**config.mk**
```make
export PLATFORM = sky130hd
export DESIGN_NAME = enigma_key_sequencer_flat
export DESIGN_NICKNAME = d
export VERILOG_FILES = /design/src/rtl/enigma_key_sequencer_if.sv /design/src/rtl/enigma_key_sequencer.sv /design/src/flat_wrapper.sv
export SDC_FILE = /design/constraint.sdc
export NUM_CORES = 1
export LEC_CHECK = 0
export BUFFER_PORTS_ARGS = -buffer_cell sky130_fd_sc_hd__buf_4
export CORE_MARGIN = 2
export CORE_UTILIZATION = 57
export DETAILED_ROUTE_END_ITERATION = 16
export GPL_TIMING_DRIVEN = 0
export PLACE_DENSITY = 0.87
export SLEW_MARGIN = 20
export SYNTH_ARGS = -nofsm -noshare
export SYNTH_HDL_FRONTEND = slang
export SYNTH_SLANG_ARGS = --single-unit
```
**constraint.sdc**
```tcl
create_clock -name clk -period 3.75 [get_ports clk]
set_clock_uncertainty 0.2 [all_clocks]
set_input_delay 0.75 -clock clk [delete_from_list [all_inputs] [get_ports clk]]
set_output_delay 0.75 -clock clk [all_outputs]
set_load 0.01 [all_outputs]
```
**src/rtl/enigma_key_sequencer_if.sv**
```systemverilog
// Bus bundle between the key sequencer and its neighbours.
// - key_valid/key_in/key_ready   : plaintext letter stream from the front end
// - pos0..2/chain_data           : rotor positions and letter driven into the rotor stack
// - chain_result/chain_done      : letter returned by the rotor stack and its valid flag
// - cipher_valid/cipher_out/cipher_ready : enciphered letter stream to downstream
// slave is the sequencer's view; master is the environment's view.
interface enigma_key_sequencer_if;
  logic       key_valid;
  logic [4:0] key_in;
  logic       key_ready;
  logic [4:0] pos0;
  logic [4:0] pos1;
  logic [4:0] pos2;
  logic [4:0] chain_data;
  logic [4:0] chain_result;
  logic       chain_done;
  logic       cipher_valid;
  logic [4:0] cipher_out;
  logic       cipher_ready;

  modport slave (
    input  key_valid, key_in, chain_result, chain_done, cipher_ready,
    output key_ready, pos0, pos1, pos2, chain_data, cipher_valid, cipher_out
  );

  modport master (
    output key_valid, key_in, chain_result, chain_done, cipher_ready,
    input  key_ready, pos0, pos1, pos2, chain_data, cipher_valid, cipher_out
  );
endinterface

```
**src/rtl/enigma_key_sequencer.sv**
```systemverilog
// Per-keystroke Enigma controller: accepts one plaintext letter, steps the
// three rotor positions (rotor 0 fast, with rotor 1 double-stepping), drives
// the letter into the rotor chain, waits for the chain's done flag and offers
// the returned letter downstream.
// Ports:
// - clk, rst          : clock (rising edge), asynchronous active-high reset
// - load_pos          : load pos_init0..2 (only honoured in IDLE)
// - pos_init0..2      : initial ring positions; values above 25 load as 0
// - err_invalid       : one-cycle pulse on illegal key/position or chain timeout
// - bus               : key stream, rotor chain and cipher stream (slave view)
module enigma_key_sequencer #(
  parameter int unsigned NOTCH0  = 16,
  parameter int unsigned NOTCH1  = 4,
  parameter int unsigned SETTLE  = 2,
  parameter int unsigned TIMEOUT = 16
) (
  input  logic                          clk,
  input  logic                          rst,
  input  logic                          load_pos,
  input  logic [4:0]                    pos_init0,
  input  logic [4:0]                    pos_init1,
  input  logic [4:0]                    pos_init2,
  output logic                          err_invalid,
  enigma_key_sequencer_if.slave         bus
);

  localparam logic [2:0] S_IDLE      = 3'd0;
  localparam logic [2:0] S_STEP      = 3'd1;
  localparam logic [2:0] S_SETTLE    = 3'd2;
  localparam logic [2:0] S_WAIT_DONE = 3'd3;
  localparam logic [2:0] S_OUTPUT    = 3'd4;

  localparam int unsigned TW = (TIMEOUT < 2) ? 1 : $clog2(TIMEOUT);

  logic [2:0]    state;
  logic [4:0]    pos0_q;
  logic [4:0]    pos1_q;
  logic [4:0]    pos2_q;
  logic [4:0]    chain_data_q;
  logic [4:0]    cipher_out_q;
  logic          cipher_valid_q;
  logic          err_q;
  logic [3:0]    settle_cnt;
  logic [TW-1:0] to_cnt;

  logic          carry1;
  logic          carry2;

  function automatic logic [4:0] inc26(input logic [4:0] v);
    return (v >= 5'd25) ? 5'd0 : v + 5'd1;
  endfunction

  function automatic logic [4:0] clamp26(input logic [4:0] v);
    return (v > 5'd25) ? 5'd0 : v;
  endfunction

  // Rotor 1 steps on the rotor 0 notch and also on its own notch (double-step).
  assign carry2 = (pos1_q == 5'(NOTCH1));
  assign carry1 = (pos0_q == 5'(NOTCH0)) || carry2;

  assign bus.key_ready    = (state == S_IDLE) && !load_pos && !rst;
  assign bus.pos0         = pos0_q;
  assign bus.pos1         = pos1_q;
  assign bus.pos2         = pos2_q;
  assign bus.chain_data   = chain_data_q;
  assign bus.cipher_out   = cipher_out_q;
  assign bus.cipher_valid = cipher_valid_q;
  assign err_invalid      = err_q;

  always_ff @(posedge clk or posedge rst) begin
    if (rst) begin
      state          <= S_IDLE;
      pos0_q         <= '0;
      pos1_q         <= '0;
      pos2_q         <= '0;
      chain_data_q   <= '0;
      cipher_out_q   <= '0;
      cipher_valid_q <= 1'b0;
      err_q          <= 1'b0;
      settle_cnt     <= '0;
      to_cnt         <= '0;
    end else begin
      err_q <= 1'b0;
      case (state)
        S_IDLE: begin
          if (load_pos) begin
            pos0_q <= clamp26(pos_init0);
            pos1_q <= clamp26(pos_init1);
            pos2_q <= clamp26(pos_init2);
            err_q  <= (pos_init0 > 5'd25) || (pos_init1 > 5'd25) || (pos_init2 > 5'd25);
          end else if (bus.key_valid) begin
            if (bus.key_in > 5'd25) begin
              err_q <= 1'b1;
            end else begin
              chain_data_q <= bus.key_in;
              state        <= S_STEP;
            end
          end
        end
        S_STEP: begin
          pos0_q <= inc26(pos0_q);
          if (carry1) pos1_q <= inc26(pos1_q);
          if (carry2) pos2_q <= inc26(pos2_q);
          to_cnt <= '0;
          if (SETTLE == 0) begin
            state <= S_WAIT_DONE;
          end else begin
            settle_cnt <= 4'(SETTLE);
            state      <= S_SETTLE;
          end
        end
        S_SETTLE: begin
          // Counter is loaded with SETTLE; leaving on 1 gives exactly SETTLE cycles.
          if (settle_cnt <= 4'd1) state <= S_WAIT_DONE;
          else                    settle_cnt <= settle_cnt - 4'd1;
        end
        S_WAIT_DONE: begin
          if (bus.chain_done) begin
            cipher_out_q   <= bus.chain_result;
            cipher_valid_q <= 1'b1;
            state          <= S_OUTPUT;
          end else if (to_cnt == TW'(TIMEOUT - 1)) begin
            err_q <= 1'b1;
            state <= S_IDLE;
          end else begin
            to_cnt <= to_cnt + 1'b1;
          end
        end
        S_OUTPUT: begin
          if (bus.cipher_ready) begin
            cipher_valid_q <= 1'b0;
            state          <= S_IDLE;
          end
        end
        default: state <= S_IDLE;
      endcase
    end
  end

endmodule

```
**src/flat_wrapper.sv**
```systemverilog
// flat-port wrapper written by rule: the top's interface ports become plain ports
module enigma_key_sequencer_flat 
#(
  parameter int unsigned NOTCH0  = 16,
  parameter int unsigned NOTCH1  = 4,
  parameter int unsigned SETTLE  = 2,
  parameter int unsigned TIMEOUT = 16
)
  (clk, rst, load_pos, pos_init0, pos_init1, pos_init2, err_invalid, bus_key_valid, bus_key_in, bus_chain_result, bus_chain_done, bus_cipher_ready, bus_key_ready, bus_pos0, bus_pos1, bus_pos2, bus_chain_data, bus_cipher_valid, bus_cipher_out);
  enigma_key_sequencer_if bus_i ();
  input  logic clk;
  input  logic rst;
  input  logic load_pos;
  input  logic [4:0] pos_init0;
  input  logic [4:0] pos_init1;
  input  logic [4:0] pos_init2;
  output logic err_invalid;
  input wire logic [$bits(bus_i.key_valid)-1:0] bus_key_valid;
  input wire logic [$bits(bus_i.key_in)-1:0] bus_key_in;
  input wire logic [$bits(bus_i.chain_result)-1:0] bus_chain_result;
  input wire logic [$bits(bus_i.chain_done)-1:0] bus_chain_done;
  input wire logic [$bits(bus_i.cipher_ready)-1:0] bus_cipher_ready;
  output wire logic [$bits(bus_i.key_ready)-1:0] bus_key_ready;
  output wire logic [$bits(bus_i.pos0)-1:0] bus_pos0;
  output wire logic [$bits(bus_i.pos1)-1:0] bus_pos1;
  output wire logic [$bits(bus_i.pos2)-1:0] bus_pos2;
  output wire logic [$bits(bus_i.chain_data)-1:0] bus_chain_data;
  output wire logic [$bits(bus_i.cipher_valid)-1:0] bus_cipher_valid;
  output wire logic [$bits(bus_i.cipher_out)-1:0] bus_cipher_out;
  assign bus_i.key_valid = bus_key_valid;
  assign bus_i.key_in = bus_key_in;
  assign bus_i.chain_result = bus_chain_result;
  assign bus_i.chain_done = bus_chain_done;
  assign bus_i.cipher_ready = bus_cipher_ready;
  assign bus_key_ready = bus_i.key_ready;
  assign bus_pos0 = bus_i.pos0;
  assign bus_pos1 = bus_i.pos1;
  assign bus_pos2 = bus_i.pos2;
  assign bus_chain_data = bus_i.chain_data;
  assign bus_cipher_valid = bus_i.cipher_valid;
  assign bus_cipher_out = bus_i.cipher_out;
  enigma_key_sequencer #(.NOTCH0(NOTCH0), .NOTCH1(NOTCH1), .SETTLE(SETTLE), .TIMEOUT(TIMEOUT)) u_core (.clk(clk), .rst(rst), .load_pos(load_pos), .pos_init0(pos_init0), .pos_init1(pos_init1), .pos_init2(pos_init2), .err_invalid(err_invalid), .bus(bus_i));
endmodule
```
Word level (Yosys, flattened, before mapping)
Index checks and enable logic that the tools add are counted.
- register bits after elaboration: 38
- output and inout bits: 28
- bits of input ports: 31
- word-level logic and storage cells: 102
- $lt $le $gt $ge: 8
- $add $sub $neg: 5
- reductions and logical operators: 21
- eq/ne operators: 20
- muxes and demuxes: 36
- bitwise operators: 2
- operators by type and width (cell ; count):
    $mux W5 ; 11
    $pmux W5 S2 ; 3
    $mux W3 ; 7
    $gt A5 B5 Y1 const B ; 4
    $ne A2 B2 Y1 const B ; 9
    $pmux W4 S2 ; 2
    $add A5 B1 Y5 const B ; 3
    $ge A5 B5 Y1 const B ; 3
    $pmux W3 S5 ; 1
    $mux W4 ; 3
    $reduce_and A3 Y1 ; 4
    $reduce_bool A2 Y1 ; 4
    $mux W1 ; 7
    $eq A3 B2 Y1 const B ; 2
    $ne A2 B1 Y1 const B ; 3
    $reduce_and A2 Y1 ; 3
    $reduce_and A6 Y1 ; 1
    $eq A5 B3 Y1 const B ; 1
    $eq A5 B5 Y1 const B ; 1
    $add A4 B1 Y4 const B ; 1
    $eq A4 B4 Y1 const B ; 1
    $le A4 B1 Y1 const B ; 1
    $pmux W1 S2 ; 2
    $reduce_and A4 Y1 ; 1
    9 further kinds ; 14

Depth between registers and ports, before layout
- word-level depth: 5
- depth in mapped cells: 7
- mapped depth without buffers: 6

Worst setup path before layout
OpenSTA, ideal clock, no wires.
- path type: in2out
- start: input rst
- end: output bus_key_ready
- required time: 2.800 ns
- data arrival time: 1.896 ns
- path buffers: 0
- stages: 2
- path slack: 0.904 ns
- cells stage by stage: inv_1 -> and3_1
- longest elaborated chain between the ends: 2
- ends and longest elaborated chain (what ; RTL line ; RTL):
    start: declaration ; flat_wrapper.sv:12 ; input logic rst;
    $logic_not A1 Y1 ; enigma_key_sequencer.sv:61 ; assign bus.key_ready = (state == S_IDLE) && !load_pos && !rst;
    $logic_and A1 B1 Y1 ; enigma_key_sequencer.sv:61 ;
    end: declaration ; flat_wrapper.sv:23 ; output wire logic [$bits(bus_i.key_ready)-1:0] bus_key_ready;
Every way passes these cells.

Worst setup path after layout
Same ends and word-level chain as after synthesis.

==> run summary <==
outcome -> completed
Routed Antenna Nets -> 0
Max IR drop VDD -> 0.000428 V
# nets final -> 337
Finished Cell Area -> 2890 um^2
Tot Pwr -> 2.21 mW
via count -> 2,075
drt initial violations -> 243
async set-or-reset flop fraction in the synthesized netlist -> 100%
main flop type after synthesis -> dfrtp_1
Post-DP HPWL -> 4160 um
max-cap violation count -> 0
RSZ-0062 raised after global routing -> false
row count -> 22
postcts setup bufs -> 0
register bit total from synthesis -> 38
Remaining DRCs -> 0
Setup crit end kind -> output pin
setup tns final -> 0 ns
most frequent cells in the layout -> buf_4 (59), dfrtp_1 (38)
crit share post-route -> 67.5%
H-tree depth -> 2
Post-CTS Hold Fix Bufs -> 0
post-synth top area cell -> dfrtp_1
Vias/cell -> 6.05
cts repair resizes -> 0
commonest non-fill, non-tap cell in the layout -> buf_4
Synth-to-Final Area Change -> 27.7%
crit path time final -> 2.53 ns
Power Density -> 765 nW/um^2
Worst EP required -> 2.80 ns
count of input and output buffers -> 58
Root Driver -> clkbuf_8
syn_nets -> 271
initial antenna violation count -> 0
max-slew violations -> 0
IO Count -> 59
Chip Height -> 67.0 um
Placed Instance Area -> 2780 um^2
final WL -> 5570 um
# diodes -> 0
Num CTS Buffers -> 5
Worst-Skew Late Latency -> 0.29 ns
hold crit path type -> in -> async
Hold Violations, Final -> 0
Fmax -> 395 MHz
total of warnings raised by yosys -> 0
first-pass GRT wire length -> 9320 um
Final setup violation count -> 0
gpl congestion -> 0.911
Core ar. -> 3740 um^2
clk slew on worst S/H paths -> 0.07 ns
Global Route Usage Sum -> 27.5%
Initial Util -> 60.5%
DIE WIDTH -> 67.0 um
max_slew headroom -> 46.7%
cells taking the most area after synthesis -> dfrtp_1 (42%), ha_1 (6.1%), mux2_2 (5.5%)
vias in the first global route -> 2,006
leakage power -> 1.37 nW
Avg Cell Area, Syn -> 9.88 um^2
Die ar. -> 4490 um^2
CP Class -> in -> out
clock tree buffer depth -> 2
Critical Path AT -> 1.58 ns
grt total ovfl -> 0
fraction of layout cells with a size suffix above 1 -> 31.2%
final hold slack -> 0.168 ns
mapped cell area -> 2260 um^2
Routed WL per cell -> 16.2 um
sequential share of the synthesized area -> 42.0%
# clock sinks -> 38
Yosys cell types -> 50
largest net degree at the start of global routing -> 33
critical path startpoint category -> input port
Max FO, Critical Path -> 32
CTS tree -> built
Mapped Cells -> 229
Worst-Margin Slew -> 0.793 ns
number of synthesized flops with an enable pin -> 0
top cell type's share of synthesized area -> 42.0%
drt pass-1 iters -> 5
==> worst paths after layout <==
kind | start | endpoint | slack [ns] | cells after the start
max in group asynchronous | rst | u_core.to_cnt[2] | 2.77 | 3
min in group clk | u_core.bus.cipher_out[3] | u_core.bus.cipher_out[3] | 0.31 | 1
min | rst | u_core.bus.pos0[0] | 0.17 | 2
max | rst | bus_key_ready | 1.22 | 5
min reg2reg | u_core.bus.cipher_out[3] | u_core.bus.cipher_out[3] | 0.31 | 1
max reg2reg | u_core.bus.pos1[0] | u_core.bus.pos1[1] | 1.59 | 6
==> cells by family (layout without fill, tap and decap cells) <==
| group | count (synthesis) | in the layout | share of synthesized area [%] |
|---|---|---|---|
| muxes | 12 | 12 | 5.91 |
| adders and majority gates | 11 | 11 | 6.08 |
| AOI/OAI and AO/OA | 66 | 66 | 21.0 |
| xor gates and xnor gates | 3 | 3 | 1.16 |
| DFF | 38 | 38 | 42.0 |
| buffers and inverters | 21 | 87 | 4.81 |
| and+or+nand+nor | 78 | 78 | 19.1 |
==> sequential cells by signal (all words and copies together), names as in the netlist <==
name and count:
u_core.bus.chain_data 5, u_core.bus.cipher_out 5, u_core.bus.pos0 5, u_core.bus.pos1 5, u_core.bus.pos2 5, u_core.settle_cnt 4, u_core.to_cnt 4, u_core.state 3
u_core.bus.cipher_valid 1, u_core.err_invalid 1
==> layer usage <==
| metal | share of wire [%] | global-route usage [%] | vias to the layer above |
|---|---|---|---|
| li1 | - | - | 986 |
| met1 | 43 | 37.8 | 981 |
| met2 | 47 | 42.6 | 97 |
| met3 | 7.7 | 5.57 | 11 |
| met4 | 1.9 | 10.5 | 0 |
| met5 | 0 | 0 | - |
==> metrics by stage <==
step	instances	setup slack, ns	util (%)
detailed placement	336	1.19	74.2
global route	343	1.13	77.2
finish	343	1.22	77.2
global placement	335	0.315	73.7
floorplan	229	0.904	-
CTS	343	1.19	77.2
==> synthesized netlist by cell type, drive strengths merged, types with 6 or more instances <==
library cell  number
a22o               6
and3               6
buf                7
dfrtp             38
ha                11
inv               13
mux2              11
nand2             14
nand3             14
nor2              14
nor3               6
o211ai             7
o21ai             20
o221ai             7
==> power breakdown <==
group | internal (mW) | total (mW) | switching [mW] | leakage, nW
combinational | 0.542 | 1.08 | 0.541 | 0.834
clock | 0.213 | 0.352 | 0.139 | 0.0573
sequential | 0.582 | 0.776 | 0.194 | 0.478
==> worst max-delay path, cell delays in order <==
cell and delay (ns):
buf_4 0.11, inv_2 0.16, buf_12 0.23, and3_1 0.19, buf_4 0.12
==> cell type report <==
type,instances,area (um^2)
inverter,13,48.8
fill,280,852
clock inverter,1,30.0
tap,48,60.1
sequential,38,951
clock buffer,6,82.6
multi-input combinational,170,1200
timing repair buffer,59,455
buffer,8,60.1
Power figures use the tool's default switching activity.
